===== src/rtl/operand_fetch_stage_pkg.sv =====
// -----------------------------------------------------------------------------
// operand_fetch_stage_pkg
// Shared constants for the CO224 decode/operand-fetch stage and the ALU behind
// it: opcodes, ALU select encodings, default widths and instruction field
// positions. No ports.
// -----------------------------------------------------------------------------
package operand_fetch_stage_pkg;

   localparam int OFS_DATA_W = 8;
   localparam int OFS_REG_N  = 8;
   localparam int OFS_ADDR_W = 3;

   // Opcodes, instr[31:24]
   localparam logic [7:0] OP_LOADI = 8'h00;
   localparam logic [7:0] OP_MOV   = 8'h01;
   localparam logic [7:0] OP_ADD   = 8'h02;
   localparam logic [7:0] OP_SUB   = 8'h03;
   localparam logic [7:0] OP_AND   = 8'h04;
   localparam logic [7:0] OP_OR    = 8'h05;

   // ALU select, shared with the ALU
   typedef enum logic [2:0] {
      ALU_FWD = 3'd0,
      ALU_ADD = 3'd1,
      ALU_AND = 3'd2,
      ALU_OR  = 3'd3
   } alu_sel_e;

   // Instruction field bit positions
   localparam int OPC_HI  = 31;
   localparam int OPC_LO  = 24;
   localparam int DST_HI  = 23;
   localparam int DST_LO  = 16;
   localparam int SRC1_HI = 15;
   localparam int SRC1_LO = 8;
   localparam int SRC2_HI = 7;
   localparam int SRC2_LO = 0;

   // A register field is legal only when the bits above the address are zero.
   function automatic logic field_ok(input logic [7:0] f);
      return (f >> OFS_ADDR_W) == 8'd0;
   endfunction

endpackage


===== src/rtl/operand_fetch_stage_if.sv =====
// -----------------------------------------------------------------------------
// operand_fetch_stage_if
// Bundles the instruction handshake, the write-back bus and the ALU-side
// output bundle of the operand fetch stage.
//   slave  : the stage (consumes instr/wb/out_ready, drives in_ready + bundle)
//   master : the environment around the stage (issuer, write-back, ALU)
// -----------------------------------------------------------------------------
interface operand_fetch_stage_if
   import operand_fetch_stage_pkg::*;
#(
   parameter int DATA_W = OFS_DATA_W,
   parameter int ADDR_W = OFS_ADDR_W
);
   logic              in_valid;
   logic              in_ready;
   logic [31:0]       instr;
   logic              wb_en;
   logic [ADDR_W-1:0] wb_addr;
   logic [DATA_W-1:0] wb_data;
   logic              out_valid;
   logic              out_ready;
   logic [DATA_W-1:0] op_a;
   logic [DATA_W-1:0] op_b;
   logic [2:0]        alu_sel;
   logic [ADDR_W-1:0] dest;
   logic              wr_en;
   logic              illegal;

   modport slave (
      input  in_valid, instr, wb_en, wb_addr, wb_data, out_ready,
      output in_ready, out_valid, op_a, op_b, alu_sel, dest, wr_en, illegal
   );

   modport master (
      output in_valid, instr, wb_en, wb_addr, wb_data, out_ready,
      input  in_ready, out_valid, op_a, op_b, alu_sel, dest, wr_en, illegal
   );
endinterface


===== src/rtl/operand_fetch_stage_reg_file.sv =====
// -----------------------------------------------------------------------------
// operand_fetch_stage_reg_file
// REG_N x DATA_W register file, two asynchronous read ports, one synchronous
// write port, asynchronous active-high reset clearing every entry.
//   i_clk, i_rst            clock / async reset
//   i_we, i_waddr, i_wdata  write port
//   i_raddr_a / o_rdata_a   read port A
//   i_raddr_b / o_rdata_b   read port B
// -----------------------------------------------------------------------------
module operand_fetch_stage_reg_file
   import operand_fetch_stage_pkg::*;
#(
   parameter int DATA_W = OFS_DATA_W,
   parameter int REG_N  = OFS_REG_N,
   parameter int ADDR_W = OFS_ADDR_W
) (
   input  logic              i_clk,
   input  logic              i_rst,
   input  logic              i_we,
   input  logic [ADDR_W-1:0] i_waddr,
   input  logic [DATA_W-1:0] i_wdata,
   input  logic [ADDR_W-1:0] i_raddr_a,
   output logic [DATA_W-1:0] o_rdata_a,
   input  logic [ADDR_W-1:0] i_raddr_b,
   output logic [DATA_W-1:0] o_rdata_b
);
   logic [DATA_W-1:0] r_mem [REG_N];

   always_ff @(posedge i_clk or posedge i_rst) begin
      if (i_rst) begin
         for (int i = 0; i < REG_N; i++) r_mem[i] <= '0;
      end else if (i_we) begin
         r_mem[i_waddr] <= i_wdata;
      end
   end

   assign o_rdata_a = r_mem[i_raddr_a];
   assign o_rdata_b = r_mem[i_raddr_b];
endmodule


===== src/rtl/operand_fetch_stage.sv =====
// -----------------------------------------------------------------------------
// operand_fetch_stage
// Decodes a 32-bit instruction, reads its operands from the register file
// (with same-cycle write-back bypass) and registers the ALU bundle in a
// valid/ready pipeline register.
//   i_clk  rising-edge clock
//   i_rst  asynchronous active-high reset (clears regfile and bundle)
//   bus    operand_fetch_stage_if.slave: in_valid/in_ready/instr, wb_*,
//          out_valid/out_ready, op_a, op_b, alu_sel, dest, wr_en, illegal
// -----------------------------------------------------------------------------
module operand_fetch_stage
   import operand_fetch_stage_pkg::*;
#(
   parameter int DATA_W = OFS_DATA_W,
   parameter int REG_N  = OFS_REG_N,
   parameter int ADDR_W = OFS_ADDR_W
) (
   input  logic                  i_clk,
   input  logic                  i_rst,
   operand_fetch_stage_if.slave  bus
);
   localparam logic [DATA_W-1:0] ONE = DATA_W'(1);

   logic [7:0]        w_opc, w_dst_f, w_src1_f, w_src2_f;
   logic [DATA_W-1:0] w_rf_a, w_rf_b, w_op1, w_op2;
   logic [DATA_W-1:0] w_a, w_b;
   alu_sel_e          w_sel;
   logic              w_we, w_ill, w_fire;

   logic              r_valid;
   logic [DATA_W-1:0] r_op_a, r_op_b;
   logic [2:0]        r_sel;
   logic [ADDR_W-1:0] r_dest;
   logic              r_wr_en, r_illegal;

   assign w_opc    = bus.instr[OPC_HI:OPC_LO];
   assign w_dst_f  = bus.instr[DST_HI:DST_LO];
   assign w_src1_f = bus.instr[SRC1_HI:SRC1_LO];
   assign w_src2_f = bus.instr[SRC2_HI:SRC2_LO];

   operand_fetch_stage_reg_file #(
      .DATA_W (DATA_W),
      .REG_N  (REG_N),
      .ADDR_W (ADDR_W)
   ) u_rf (
      .i_clk     (i_clk),
      .i_rst     (i_rst),
      .i_we      (bus.wb_en),
      .i_waddr   (bus.wb_addr),
      .i_wdata   (bus.wb_data),
      .i_raddr_a (w_src1_f[ADDR_W-1:0]),
      .o_rdata_a (w_rf_a),
      .i_raddr_b (w_src2_f[ADDR_W-1:0]),
      .o_rdata_b (w_rf_b)
   );

   // A write landing this edge would otherwise be missed by the read.
   assign w_op1 = (bus.wb_en && bus.wb_addr == w_src1_f[ADDR_W-1:0]) ? bus.wb_data : w_rf_a;
   assign w_op2 = (bus.wb_en && bus.wb_addr == w_src2_f[ADDR_W-1:0]) ? bus.wb_data : w_rf_b;

   // Only fields an opcode actually uses are checked for stray upper bits
   // (LOADI: dest; MOV: dest, src2; binary ops: all three).
   always_comb begin
      w_a   = '0;
      w_b   = '0;
      w_sel = ALU_FWD;
      w_we  = 1'b0;
      w_ill = 1'b0;
      case (w_opc)
         OP_LOADI: begin
            w_ill = !field_ok(w_dst_f);
            w_a   = w_src2_f[DATA_W-1:0];
            w_we  = 1'b1;
         end
         OP_MOV: begin
            w_ill = !(field_ok(w_dst_f) && field_ok(w_src2_f));
            w_a   = w_op2;
            w_we  = 1'b1;
         end
         OP_ADD, OP_SUB, OP_AND, OP_OR: begin
            w_ill = !(field_ok(w_dst_f) && field_ok(w_src1_f) && field_ok(w_src2_f));
            w_a   = w_op1;
            w_b   = (w_opc == OP_SUB) ? (~w_op2 + ONE) : w_op2;
            w_we  = 1'b1;
            case (w_opc)
               OP_AND:  w_sel = ALU_AND;
               OP_OR:   w_sel = ALU_OR;
               default: w_sel = ALU_ADD;
            endcase
         end
         default: w_ill = 1'b1;
      endcase
      if (w_ill) begin
         w_a   = '0;
         w_b   = '0;
         w_sel = ALU_FWD;
         w_we  = 1'b0;
      end
   end

   assign bus.in_ready = !r_valid || bus.out_ready;
   assign w_fire       = bus.in_valid && bus.in_ready;

   always_ff @(posedge i_clk or posedge i_rst) begin
      if (i_rst) begin
         r_valid   <= 1'b0;
         r_op_a    <= '0;
         r_op_b    <= '0;
         r_sel     <= '0;
         r_dest    <= '0;
         r_wr_en   <= 1'b0;
         r_illegal <= 1'b0;
      end else if (w_fire) begin
         r_valid   <= 1'b1;
         r_op_a    <= w_a;
         r_op_b    <= w_b;
         r_sel     <= w_sel;
         r_dest    <= w_ill ? '0 : w_dst_f[ADDR_W-1:0];
         r_wr_en   <= w_we;
         r_illegal <= w_ill;
      end else if (bus.out_ready) begin
         r_valid   <= 1'b0;
      end
   end

   assign bus.out_valid = r_valid;
   assign bus.op_a      = r_op_a;
   assign bus.op_b      = r_op_b;
   assign bus.alu_sel   = r_sel;
   assign bus.dest      = r_dest;
   assign bus.wr_en     = r_wr_en;
   assign bus.illegal   = r_illegal;
endmodule


===== src/flat_wrapper.sv =====
// flat-port wrapper written by rule: the top's interface ports become plain ports
module operand_fetch_stage_flat import operand_fetch_stage_pkg::*;
#(
   parameter int DATA_W = OFS_DATA_W,
   parameter int REG_N  = OFS_REG_N,
   parameter int ADDR_W = OFS_ADDR_W
)
  (i_clk, i_rst, bus_in_valid, bus_instr, bus_wb_en, bus_wb_addr, bus_wb_data, bus_out_ready, bus_in_ready, bus_out_valid, bus_op_a, bus_op_b, bus_alu_sel, bus_dest, bus_wr_en, bus_illegal);
  operand_fetch_stage_if #(.DATA_W(DATA_W), .ADDR_W(ADDR_W)) bus_i ();
  input  logic i_clk;
  input  logic i_rst;
  input wire logic [$bits(bus_i.in_valid)-1:0] bus_in_valid;
  input wire logic [$bits(bus_i.instr)-1:0] bus_instr;
  input wire logic [$bits(bus_i.wb_en)-1:0] bus_wb_en;
  input wire logic [$bits(bus_i.wb_addr)-1:0] bus_wb_addr;
  input wire logic [$bits(bus_i.wb_data)-1:0] bus_wb_data;
  input wire logic [$bits(bus_i.out_ready)-1:0] bus_out_ready;
  output wire logic [$bits(bus_i.in_ready)-1:0] bus_in_ready;
  output wire logic [$bits(bus_i.out_valid)-1:0] bus_out_valid;
  output wire logic [$bits(bus_i.op_a)-1:0] bus_op_a;
  output wire logic [$bits(bus_i.op_b)-1:0] bus_op_b;
  output wire logic [$bits(bus_i.alu_sel)-1:0] bus_alu_sel;
  output wire logic [$bits(bus_i.dest)-1:0] bus_dest;
  output wire logic [$bits(bus_i.wr_en)-1:0] bus_wr_en;
  output wire logic [$bits(bus_i.illegal)-1:0] bus_illegal;
  assign bus_i.in_valid = bus_in_valid;
  assign bus_i.instr = bus_instr;
  assign bus_i.wb_en = bus_wb_en;
  assign bus_i.wb_addr = bus_wb_addr;
  assign bus_i.wb_data = bus_wb_data;
  assign bus_i.out_ready = bus_out_ready;
  assign bus_in_ready = bus_i.in_ready;
  assign bus_out_valid = bus_i.out_valid;
  assign bus_op_a = bus_i.op_a;
  assign bus_op_b = bus_i.op_b;
  assign bus_alu_sel = bus_i.alu_sel;
  assign bus_dest = bus_i.dest;
  assign bus_wr_en = bus_i.wr_en;
  assign bus_illegal = bus_i.illegal;
  operand_fetch_stage #(.DATA_W(DATA_W), .REG_N(REG_N), .ADDR_W(ADDR_W)) u_core (.i_clk(i_clk), .i_rst(i_rst), .bus(bus_i));
endmodule

===== config.mk =====
export PLATFORM = sky130hd
export DESIGN_NAME = operand_fetch_stage_flat
export DESIGN_NICKNAME = d
export VERILOG_FILES = /design/src/rtl/operand_fetch_stage_pkg.sv /design/src/rtl/operand_fetch_stage_if.sv /design/src/rtl/operand_fetch_stage_reg_file.sv /design/src/rtl/operand_fetch_stage.sv /design/src/flat_wrapper.sv
export SDC_FILE = /design/constraint.sdc
export NUM_CORES = 1
export LEC_CHECK = 0
export CAP_MARGIN = 40
export CORE_MARGIN = 4
export CORE_UTILIZATION = 40
export DETAILED_ROUTE_END_ITERATION = 8
export DONT_BUFFER_PORTS = 1
export GPL_ROUTABILITY_DRIVEN = 0
export SETUP_SLACK_MARGIN = 0.4
export SLEW_MARGIN = 20
export SYNTH_ARGS = -nofsm -noshare
export SYNTH_HDL_FRONTEND = slang
export SYNTH_SLANG_ARGS = --single-unit

===== constraint.sdc =====
create_clock -name i_clk -period 3.45 [get_ports i_clk]
set_input_delay 0.1725 -clock i_clk [delete_from_list [all_inputs] [get_ports i_clk]]
set_output_delay 0.1725 -clock i_clk [all_outputs]
set_load 0.01 [all_outputs]

# Yosys cells after proc, flatten, opt, wreduce, memory -nomap -nowiden
# Index checks and enable logic that the tools add are counted.
# W data, S select, Z words.
dict set report word_totals {
  output_inout_bits 26
  word_cells 75
  in_bits 48
  register_bits 89
}
dict set report op_classes {
  n_reduce_logical 19
  eq_ne 7
  n_addsub 1
  mux 25
  n_bitwise 4
  n_lt_le_gt_ge 4
}
# op count
set ops {}
lappend ops {{$mux W8} 11}
lappend ops {{$bwmux W64} 1}
lappend ops {{$bmux W8 S3} 2}
lappend ops {{$logic_not A8 Y1} 4}
lappend ops {{$demux W8 S3} 1}
lappend ops {{$pmux W8 S3} 1}
lappend ops {{$eq A8 B2 Y1 const B} 2}
lappend ops {{$eq A8 B3 Y1 const B} 2}
lappend ops {{$ge A4 B4 Y1 const B} 3}
lappend ops {{$not A3 Y4} 3}
lappend ops {{$mux W3} 3}
lappend ops {{$add A8 B1 Y8 const B} 1}
lappend ops {{$eq A8 B1 Y1 const B} 1}
lappend ops {{$not A8 Y8} 1}
lappend ops {{$logic_and A1 B1 Y1} 7}
lappend ops {{$eq A3 B3 Y1} 2}
lappend ops {{$reduce_or A6 Y1} 1}
lappend ops {{$logic_not A1 Y1} 4}
lappend ops {{$lt A4 B1 Y1 const B} 1}
lappend ops {{$mux W1} 4}
lappend ops {{$pmux W2 S2} 1}
lappend ops {{$reduce_or A4 Y1} 1}
lappend ops {{$pmux W1 S3} 1}
lappend ops {{$reduce_bool A2 Y1} 1}
lappend ops {{$logic_or A1 B1 Y1} 1}

# Logic depth before layout (Yosys ltp)
# Gate-level depths: netlist of run 1.
dict set report logic_depth {
  word_depth 10
  ltp_mapped 12
  depth_no_buf 10
}

# Modules after synthesis
# A second synthesis of run 1 with hierarchy kept.
dict set report hier_totals {
  hier_cells 381
  area_unflattened_um2 5311.3
}
# mod area_each_um2 instances seq_area_each_um2 cells_per_inst
set modules_own_cells {}
lappend modules_own_cells {operand_fetch_stage_reg_file 3554.7 1 1601.5 202}
lappend modules_own_cells {operand_fetch_stage 1756.7 1 600.6 179}

# Worst setup path before layout of run 1
# Ideal clock, no wire load.
dict set report synth_path {
  path_kind {in2reg}
  from {input bus_wb_addr[2]}
  to {register u_core.r_op_b[4], in the netlist u_core.bus.op_b[4]}
  path_buffers 2
  cell_stages 11
  arrival_ps 2052
  setup_slack_ps 1263
  setup_time_ps 135
  required_time_ps 3315
  path_cell_list {clkbuf_1 -> xnor2_1 -> nand4_2 -> clkbuf_1 -> o21ai_0 -> ha_1 -> inv_1 -> nor4_1 -> nor3_1 -> xnor2_1 -> o21ai_0}
}
dict set report synth_via {
  elab_chain_len 8
}
# item line
set synth_rtl {}
lappend synth_rtl {{start: declaration} flat_wrapper.sv:15} ;# input wire logic [$bits(bus_i.wb_addr)-1:0] bus_wb_addr;
lappend synth_rtl {{$eq A3 B3 Y1 *} operand_fetch_stage.sv:59} ;# assign w_op2 = (bus.wb_en && bus.wb_addr == w_src2_f[ADDR_W-1:0]) ? bus.wb_data : w_rf_b;
lappend synth_rtl {{$logic_and A1 B1 Y1 *} operand_fetch_stage.sv:59}
lappend synth_rtl {{$mux W8 *} operand_fetch_stage.sv:59}
lappend synth_rtl {{$not A8 Y8} operand_fetch_stage.sv:83} ;# w_b = (w_opc == OP_SUB) ? (~w_op2 + ONE) : w_op2;
lappend synth_rtl {{$add A8 B1 Y8} operand_fetch_stage.sv:83}
lappend synth_rtl {{$mux W8 *} operand_fetch_stage.sv:83}
lappend synth_rtl {{$mux W8 *} operand_fetch_stage.sv:69} ;# case (w_opc)
lappend synth_rtl {{$mux W8 *} operand_fetch_stage.sv:93} ;# if (w_ill) begin
lappend synth_rtl {{end signal: assignment} operand_fetch_stage.sv:116} ;# r_op_b <= w_b;
lappend synth_rtl {{end: declaration} operand_fetch_stage.sv:31} ;# logic [DATA_W-1:0] r_op_a, r_op_b;
# Every way passes the cells marked *; elsewhere a longest branch is shown, timed or not.
# A chain may end at the register's enable or synchronous reset.

# Worst setup path after layout of run 1
dict set report layout_path {
  from {register u_core.u_rf.r_mem[34] in the netlist's numbering}
  to {register u_core.r_op_b[7], in the netlist u_core.bus.op_b[7]}
}
dict set report layout_via {
  elab_chain_len 9
}
# item line
set layout_rtl {}
lappend layout_rtl {{start: declaration} operand_fetch_stage_reg_file.sv:27} ;# logic [DATA_W-1:0] r_mem [REG_N];
lappend layout_rtl {{start signal: indexed assignment} operand_fetch_stage_reg_file.sv:33} ;# r_mem[i_waddr] <= i_wdata;
lappend layout_rtl {{$bmux W8 S3} operand_fetch_stage_reg_file.sv:38} ;# assign o_rdata_b = r_mem[i_raddr_b];
lappend layout_rtl {{$mux W8 (implied by the code) (2 in series)} operand_fetch_stage_reg_file.sv:38}
lappend layout_rtl {{$mux W8} operand_fetch_stage.sv:59}
lappend layout_rtl {{$not A8 Y8} operand_fetch_stage.sv:83}
lappend layout_rtl {{$add A8 B1 Y8} operand_fetch_stage.sv:83}
lappend layout_rtl {{$mux W8} operand_fetch_stage.sv:83}
lappend layout_rtl {{$mux W8} operand_fetch_stage.sv:69}
lappend layout_rtl {{$mux W8} operand_fetch_stage.sv:93}
# No other way between the ends. The select of a mux whose other input is x is not followed.

==> metrics.yaml, run 1 <==
viasPerCell: 5.87
synth_top_area_cell: "dfrtp_1"
grt_usage: 0.186
clk_path_buf_depth: 2
synth_edf_count: 0
synth_area_mm2: 0.00498
clkTransAtPathRegs_ns: 0.06
post-place-ws_ns: 1.06
dpl.hpwl_mm: 9.15
initial_core_util: 0.412
status: "completed"
die_y_um: 120
layout_commonest_cell: "dfrtp_1"
yosysWarnings: 0
synthDistinctLibCells: 46
cp_max_fo: 3
tightest_slew_ns: 0.749
hp-class: "in2reg"
synth_seq_cells: 88
cap_viol_max_count: 0
fin_worst_skew_ns: 0.00571
nets: 476
port_buffers: 0
hold_start: "bus_instr[4]"
finalCritPeriodShare: 0.692
insertion_delay_ns: 0.34
hold_viol: 0
wl_per_cell_um: 21.6
sw_frac_of_total: 0.267
hold_end: "u_core.bus.op_a[4]"
finalSetupTns_ns: 0
end_kind: "flip-flop"
rows: 40
antenna_left: 0
holdPathStages: 2
power_frac_seq: 0.466
grt_setup_unrepaired: "no"
regToRegEndpoint: "u_core.bus.op_b[7]"
power_mw: 2.79
grt_first_pass_wirelength_mm: 20.8
p_leak_nw: 2.28
drc: 0
antenna_cells: 0
synth_top_area_frac: 0.442
cts_resized: 0
power.density_mw_per_mm2: 504
path_class: "reg2reg"
die_w_um: 120
synthCells: 425
setup_violations: 0
timing.rr.start: "u_core.u_rf.r_mem[34]"
placedInstanceArea_mm2: 0.00513
core-area_mm2: 0.0121
cts_htree_levels: 3
die-area_mm2: 0.0143
final-max-slew-violation-count: 0
synthFlopType: "dfrtp_1"
syn_to_final_growth_pct: 11.1
fill_cells: 1136
vdd_drop_max_mv: 0.411
max-slew-margin-rel: 0.498
synth_fp_nets: 474
cts_tree: "done"
yosysSeqAreaShare: 0.442
layout_common_cells: "dfrtp_1, nand2_1, mux2_2, o21ai_0, mux4_2"
max_freq_mhz: 419
synth_area_per_cell_um2: 11.7
cts_setup_buffers: 0
grt_pass1_vias: 3626
power.clock.fraction: 0.327
cts_buffers: 9
layout-drive-gt1-share: 0.248
min_period_ns: 2.39
internal_power_mw: 2.05
first_iter_violations: 252
postCtsHoldBufs: 14
ff2ff_path_depth: 6
antenna_found_initial: 0
ys_async_sr_fraction: 1.00
grt_max_degree: 39
grt-ovfl-total: 0
clock_sinks: 88
io_pins: 74
r2r_slack_ns: 1.06
netlist_top_cells_area: "dfrtp_1, mux4_2, mux2_2"
comb_power_share: 0.207
root_buffer: "clkbuf_16"
critPathRequiredTime_ns: 3.67
fin_area_mm2: 0.00554
totalWireLength_mm: 12.9
setup_slack_ns: 1.06
vias: 3515
startpoint_type: "flip-flop"
first_pass_iters: 4
arrival_ns: 2.61
switchingPower_mw: 0.746
## critical path: stages, from the launching register on
cell and delay (ns):
dfrtp_1 0.39, mux4_2 0.48, mux2i_1 0.28, o2111ai_1 0.24
a222oi_1 0.54, nor4_1 0.10, a211o_1 0.24
## power groups by stage
stage	Sequential, mW	Combinational (mW)	Clock (mW)
floorplan	1.28	0.490	0
global placement	1.31	0.543	0
detailed placement	1.32	0.557	0
CTS	1.30	0.579	0.928
global route	1.32	0.635	0.986
finish	1.30	0.579	0.913
## cell families (layout without fill, tap and decap cells)
logic type | after synthesis | in the layout | share of synthesized area
AO/OA/AOI/OAI | 73 | 73 | 0.0946
XOR/XNOR | 9 | 9 | 0.0158
adder cells (fa/ha/maj) | 1 | 1 | 0.00251
buffers and inverters | 38 | 44 | 0.0326
flip-flops | 88 | 88 | 0.442
multiplexers | 101 | 101 | 0.290
other | 1 | 1 | 0.000752
AND/OR/NAND/NOR | 114 | 114 | 0.122
## sequential cells by signal, indices dropped and copies added, names as in the netlist
register and flops:
u_core.bus.dest 3, u_core.u_rf.r_mem 64, u_core.bus.op_a 8, u_core.bus.out_valid 1
u_core.bus.alu_sel 2, u_core.bus.illegal 1, u_core.bus.op_b 8, u_core.bus.wr_en 1
## per-layer routing
| layer | share of wire | vias up | GRT usage |
|---|---|---|---|
| met5 | 0 | - | 0 |
| met3 | 0.083 | 16 | 0.0542 |
| met2 | 0.44 | 139 | 0.277 |
| met4 | 0.012 | 0 | 0.0437 |
| met1 | 0.47 | 1770 | 0.269 |
| li1 | - | 1590 | - |
## synth_stat cells, types with 2 or more instances
library cell / n
o21ai_0: 31
nor3_1: 9
xnor2_1: 8
nand2b_1: 4
o221ai_1: 2
a22oi_1: 4
buf_4: 2
nand3_1: 3
buf_2: 9
nor2b_1: 7
a211oi_1: 7
buf_1: 2
a22o_1: 8
o21ai_1: 6
nand4b_1: 5
a21oi_1: 3
nor3b_2: 3
inv_1: 8
mux2_2: 47
or3_1: 2
nand4_1: 4
mux2i_1: 24
nor4_1: 3
or4_1: 4
a221oi_1: 5
nand2_1: 49
dfrtp_1: 88
clkbuf_1: 16
nor2_1: 16
mux4_2: 30
## stage by stage
stage	util	hold slack, ns	std cells
detailed placement	0.423	0.162	570
floorplan	-	0.281	425
global placement	0.421	0.153	566
finish	0.457	0.0410	599
global route	0.457	0.0506	599
CTS	0.457	0.0370	599
## area by class of cell
type / count / area, um^2 / area share
flip-flops and latches: 88 / 2200 / 0.397
inverters: 8 / 31.3 / 0.00565
well taps: 168 / 210 / 0.0379
clock buffers: 12 / 256 / 0.0463
multi-input cells: 299 / 2630 / 0.475
repair buffers: 21 / 193 / 0.0348
clock inverters: 3 / 17.5 / 0.00316
## worst max path at each step
| stage | from | endpoint | slack (ns) | cells after the start |
|---|---|---|---|---|
| global placement | bus_instr[1] | u_core.bus.op_b[6] | 1.04 | 8 |
| global route | u_core.u_rf.r_mem[0] | u_core.bus.op_b[4] | 0.84 | 10 |
| detailed placement | bus_instr[1] | u_core.bus.op_b[7] | 1.06 | 6 |
| floorplan | i_rst | u_core.bus.alu_sel[0] | 1.0 | 1 |
| CTS | u_core.u_rf.r_mem[34] | u_core.bus.op_b[7] | 1.07 | 6 |
| finish | u_core.u_rf.r_mem[34] | u_core.bus.op_b[7] | 1.06 | 6 |
Power figures use the tool's default switching activity.
==> inputs of run 2 (changes only) <==
==> constraint.sdc (replaced) <==
create_clock -name i_clk -period 1.9 [get_ports i_clk]
set_input_delay 0.095 -clock i_clk [delete_from_list [all_inputs] [get_ports i_clk]]
set_output_delay 0.095 -clock i_clk [all_outputs]
set_load 0.01 [all_outputs]
==> run 2 against run 1 <==
Utilization increased by 7.8 points. The flow now finishes with violations (setup timing). Critical path type unchanged. Largest power group unchanged. Power increased by 110%. Non-clock buffer count increased by 78. Wire length increased by 11%. Largest cell class unchanged. Global-route usage increased by 2.2 points. Count of clock-buffer cells in the layout unchanged. Flip-flop and latch count unchanged. Hold slack about the same.
==> metrics.yaml, run 2 (synthesis gave the netlist of run 1 again) <==
die_w_um: 120
grt_use_met3: 0.0598
grt_use_met2: 0.323
max-slew-margin-rel: 0.660
min_period_ns: 2.18
drc: 0
setup_slack_ns: -0.277
top_usage_layer: "met2"
hold_start: "bus_wb_data[6]"
placedInstanceArea_mm2: 0.00563
layout_common_cells: "dfrtp_1, buf_4, nand2_1, mux2_2, mux4_2"
grt_setup_unrepaired: "yes"
root_buffer: "clkbuf_16"
clkTransAtPathRegs_ns: 0.06
hp-class: "in2reg"
status: "finished, violations left"
viasPerCell: 5.65
cts_buffers: 9
dpl.hpwl_mm: 9.73
crit_slowest_cell: "mux4_2"
initial_core_util: 0.412
syn_to_final_growth_pct: 30.1
end_kind: "flip-flop"
totalWireLength_mm: 14.4
antenna_cells: 0
io_pins: 74
die-area_mm2: 0.0143
max_freq_mhz: 459
power.density_mw_per_mm2: 906
violations: "setup timing"
largest_reg_flops: 64
rows: 40
hold_viol: 0
grt_max_degree: 89
tightest_slew_ns: 0.495
timing.rr.start: "u_core.u_rf.r_mem[32]"
finalCritPeriodShare: 1.15
first_iter_violations: 300
layout_commonest_cell: "dfrtp_1"
grt_first_pass_wirelength_mm: 22.7
p_leak_nw: 2.73
core-area_mm2: 0.0121
nets: 554
antenna_left: 0
crit_start: "u_core.u_rf.r_mem[32]"
setup_violations: 7
antenna_found_initial: 0
port_buffers: 0
first_pass_iters: 5
cts_htree_levels: 3
vias: 3828
finalSetupTns_ns: -1.33
fin_area_mm2: 0.00649
grt_pass1_vias: 4115
clk_path_buf_depth: 2
die_y_um: 120
met1_usage: 0.284
multiInputGateArea_mm2: 0.00288
grt_usage: 0.207
layout-drive-gt1-share: 0.424
vdd_drop_max_mv: 0.705
cts_tree: "done"
arrival_ns: 2.41
fill_cells: 1048
regArea_mm2: 0.00220
wl_per_cell_um: 21.3
startpoint_type: "flip-flop"
critPathRequiredTime_ns: 2.13
path_class: "reg2reg"
final-max-slew-violation-count: 0
crit_chain: "mux4_2 > mux2i_2 > buf_4 > nand3_4 > a222oi_1 > nor4_1 > a211o_1"
cap_viol_max_count: 0
cp_max_fo: 2
fin_worst_skew_ns: 0.00496
insertion_delay_ns: 0.35
top_register: "u_core.u_rf.r_mem"
cpPeakStageDelay_ns: 0.49
clock_sinks: 88
grt-ovfl-total: 0
[run 2: stage by stage]
stage	setup WS, ns	power, mW	hold WS, ns	cells	utilization
3_5_place_dp	-0.324	3.72	0.145	629	0.465
5_1_grt	-0.393	6.17	0.0417	678	0.536
2_1_floorplan	-0.0827	3.24	0.203	425	-
4_1_cts	-0.269	5.83	0.00267	676	0.527
6_report	-0.277	5.88	0.0412	678	0.536
3_3_place_gp	-0.253	3.66	0.139	629	0.465
[run 2: worst paths after layout]
path / endpoint / slack [ns] / depth (start not counted)
max: u_core.bus.op_b[7] / -0.28 / 7
min: u_core.u_rf.r_mem[22] / 0.04 / 2
max reg2reg: u_core.bus.op_b[7] / -0.28 / 7
min reg2reg: u_core.u_rf.r_mem[44] / 0.53 / 1
max in group asynchronous: u_core.bus.op_a[0] / 1.15 / 3
min in group asynchronous: u_core.bus.op_b[2] / 0.36 / 3
[run 2: area by class of cell]
cell class	count	share of cell area
multi-input cells	299	0.444
flip-flops and latches	88	0.340
inverters	8	0.00521
clock buffers	12	0.0411
clock inverters	4	0.00791
well taps	168	0.0324
repair buffers	99	0.130
[run 2: report_power, final]
group | internal, mW | switching [mW] | leakage [nW]
registers | 2.16 | 0.174 | 1.11
clock network | 1.13 | 0.725 | 0.155
logic | 1.03 | 0.655 | 1.46
total | 4.32 | 1.55 | 2.73
[run 2: routing by layer]
layer | routed length (um) | share of wire
met4 | 138 | 0.0096
met1 | 6270 | 0.44
met3 | 1310 | 0.091
met2 | 6690 | 0.46
met5 | 0 | 0
[run 2: repair_timing]
action                                  CTS  global route
pin swaps                                16             8
endpoints found under the setup margin   18            18
cloned                                    0             0
hold endpoints to repair                153             0
gates resized for setup                  38            16
hold buffers                             22             0
buffers inserted                          9             2
[run 2: critical path: cells and delay by family (launching register included)]
| family | cells | cell delay, ns |
|---|---|---|
| compound gates | 2 | 0.66 |
| simple gates | 2 | 0.17 |
| flops | 1 | 0.39 |
| buf+inv | 1 | 0.16 |
| mux | 2 | 0.70 |
==> inputs of run 3 (changes only) <==
--- a/config.mk
+++ b/config.mk
@@ -6,7 +6,7 @@
 export NUM_CORES = 1
 export LEC_CHECK = 0
 export CAP_MARGIN = 40
-export CORE_MARGIN = 4
+export CORE_ASPECT_RATIO = 0.6
 export CORE_UTILIZATION = 40
 export DETAILED_ROUTE_END_ITERATION = 8
 export DONT_BUFFER_PORTS = 1
==> run 3 against run 2 <==
The flow still finishes with violations (setup timing). Clock power rose by 17%. Design area rose by 4.1%. Hold slack got worse by 0.019 ns. Non-clock buffer count fell by 3. Combinational power rose by 13%. Flip-flop and latch count did not move.
==> metrics.yaml, run 3 (synthesis gave the netlist of run 1 again) <==
path_class: "reg2reg"
die_w_um: 146
first_pass_iters: 5
antenna_cells: 0
clkTransAtPathRegs_ns: 0.06
max_freq_mhz: 465
grt_pass1_vias: 3995
totalWireLength_mm: 15.4
hold_viol: 0
port_buffers: 0
crit_start: "u_core.u_rf.r_mem[49]"
regToRegEndpoint: "u_core.bus.op_b[7]"
insertion_delay_ns: 0.35
rows: 31
die_y_um: 88.5
drc: 0
antenna_found_initial: 0
power.density_mw_per_mm2: 953
timing.rr.start: "u_core.u_rf.r_mem[49]"
grt_max_degree: 38
violations: "setup timing"
wl_per_cell_um: 23.0
io_pins: 74
ff2ff_path_depth: 7
cap_viol_max_count: 0
r2r_slack_ns: -0.25
end_kind: "flip-flop"
nets: 551
fin_area_mm2: 0.00675
vias: 4000
p_leak_nw: 2.75
final-max-slew-violation-count: 0
cts_tree: "done"
first_iter_violations: 422
critPathRequiredTime_ns: 2.13
layout-drive-gt1-share: 0.462
clk_path_buf_depth: 2
cts_htree_levels: 3
setup_slack_ns: -0.249
syn_to_final_growth_pct: 35.4
grt-ovfl-total: 0
placedInstanceArea_mm2: 0.00560
min_period_ns: 2.15
setup_violations: 9
antenna_left: 0
crit_chain: "mux4_2 > mux2i_2 > buf_4 > nand3_4 > a222oi_1 > nor4_1 > a211o_1"
dp_cells: 622
status: "finished, violations left"
grt_setup_unrepaired: "yes"
viasPerCell: 5.95
die-area_mm2: 0.0129
cts_buffers: 9
core-area_mm2: 0.0121
finalSetupTns_ns: -1.21
hp-class: "in2reg"
vdd_drop_max_mv: 0.478
initial_core_util: 0.412
dpl.hpwl_mm: 10.0
cpPeakStageDelay_ns: 0.48
final_util: 0.558
root_buffer: "clkbuf_16"
top_register: "u_core.u_rf.r_mem"
arrival_ns: 2.38
crit_slowest_cell: "mux4_2"
fin_worst_skew_ns: 0.00752
layout_commonest_cell: "dfrtp_1"
layout_common_cells: "dfrtp_1, buf_4, nand2_1, mux2_2, mux4_2"
grt_first_pass_wirelength_mm: 23.2
crit_end: "u_core.bus.op_b[7]"
layout.cells.non_filler: 672
largest_reg_flops: 64
startpoint_type: "flip-flop"
power_mw: 6.43
cp_max_fo: 3
grt_usage: 0.246
finalCritPeriodShare: 1.13
clock_sinks: 88
==> run 3: cell count changes in the layout (fill, tap and decap cells not counted), moves of 3 or more <==
cell      change
mux2i_4       +8
a221oi_4      +3
buf_6         +7
mux2i_1       -8
a211oi_2      +4
a211oi_1      -5
buf_4         -8
a221oi_2      -3
==> run 3: worst min path at each step <==
stage | end | depth (start not counted) | start
2_1_floorplan | u_core.bus.out_valid | 1 | bus_in_valid
3_3_place_gp | u_core.u_rf.r_mem[23] | 1 | i_rst
3_5_place_dp | u_core.u_rf.r_mem[63] | 1 | i_rst
4_1_cts | u_core.bus.op_a[0] | 3 | bus_instr[0]
5_1_grt | u_core.bus.op_a[0] | 3 | bus_instr[0]
6_report | u_core.bus.op_a[1] | 3 | bus_instr[1]
==> run 3: layout make-up <==
| cell class | count | area, um^2 |
|---|---|---|
| fillers | 1008 | 5350 |
| multi-input cells | 299 | 3090 |
| flip-flops and latches | 88 | 2200 |
| repair buffers | 96 | 848 |
| clock buffers | 12 | 267 |
| well taps | 165 | 206 |
| clock inverters | 4 | 98.8 |
| inverters | 8 | 33.8 |
==> run 3: what timing repair did <==
item | in CTS | in global routing
gates resized for setup | 72 | 23
endpoints found under the setup margin | 19 | 19
endpoints found under the hold margin | 112 | 0
setup buffers | 11 | 3
hold buffers | 20 | 0
pin swaps | 19 | 13
==> run 3: where the power goes <==
group	internal (mW)	switching, mW
registers	2.16	0.194
logic	1.12	0.790
clock network	1.40	0.768
total	4.68	1.75
==> run 3: stage by stage <==
| stage | setup slack, ns | hold slack [ns] |
|---|---|---|
| after detailed placement | -0.272 | -0.0132 |
| after global routing | -0.324 | 0.0222 |
| after global placement | -0.265 | -0.0205 |
| after floorplan | -0.0827 | 0.203 |
| final | -0.249 | 0.0227 |
| after CTS | -0.251 | 0.0103 |
==> run 3: critical path, delay by kind of cell (launching register included) <==
family	cells	cell delay [ns]
AO/OA/AOI/OAI	2	0.63
buffers and inverters	1	0.16
flip-flops	1	0.40
multiplexers	2	0.69
AND/OR/NAND/NOR	2	0.16
==> run 3: metal layers <==
layer / wire (um) / share of wire / up-vias / track usage
li1: - / - / 1752 / -
met1: 6850 / 0.44 / 2072 / 0.351
met2: 7210 / 0.47 / 154 / 0.385
met3: 1170 / 0.076 / 22 / 0.0541
met4: 209 / 0.014 / 0 / 0.0597
met5: 0 / 0 / - / 0
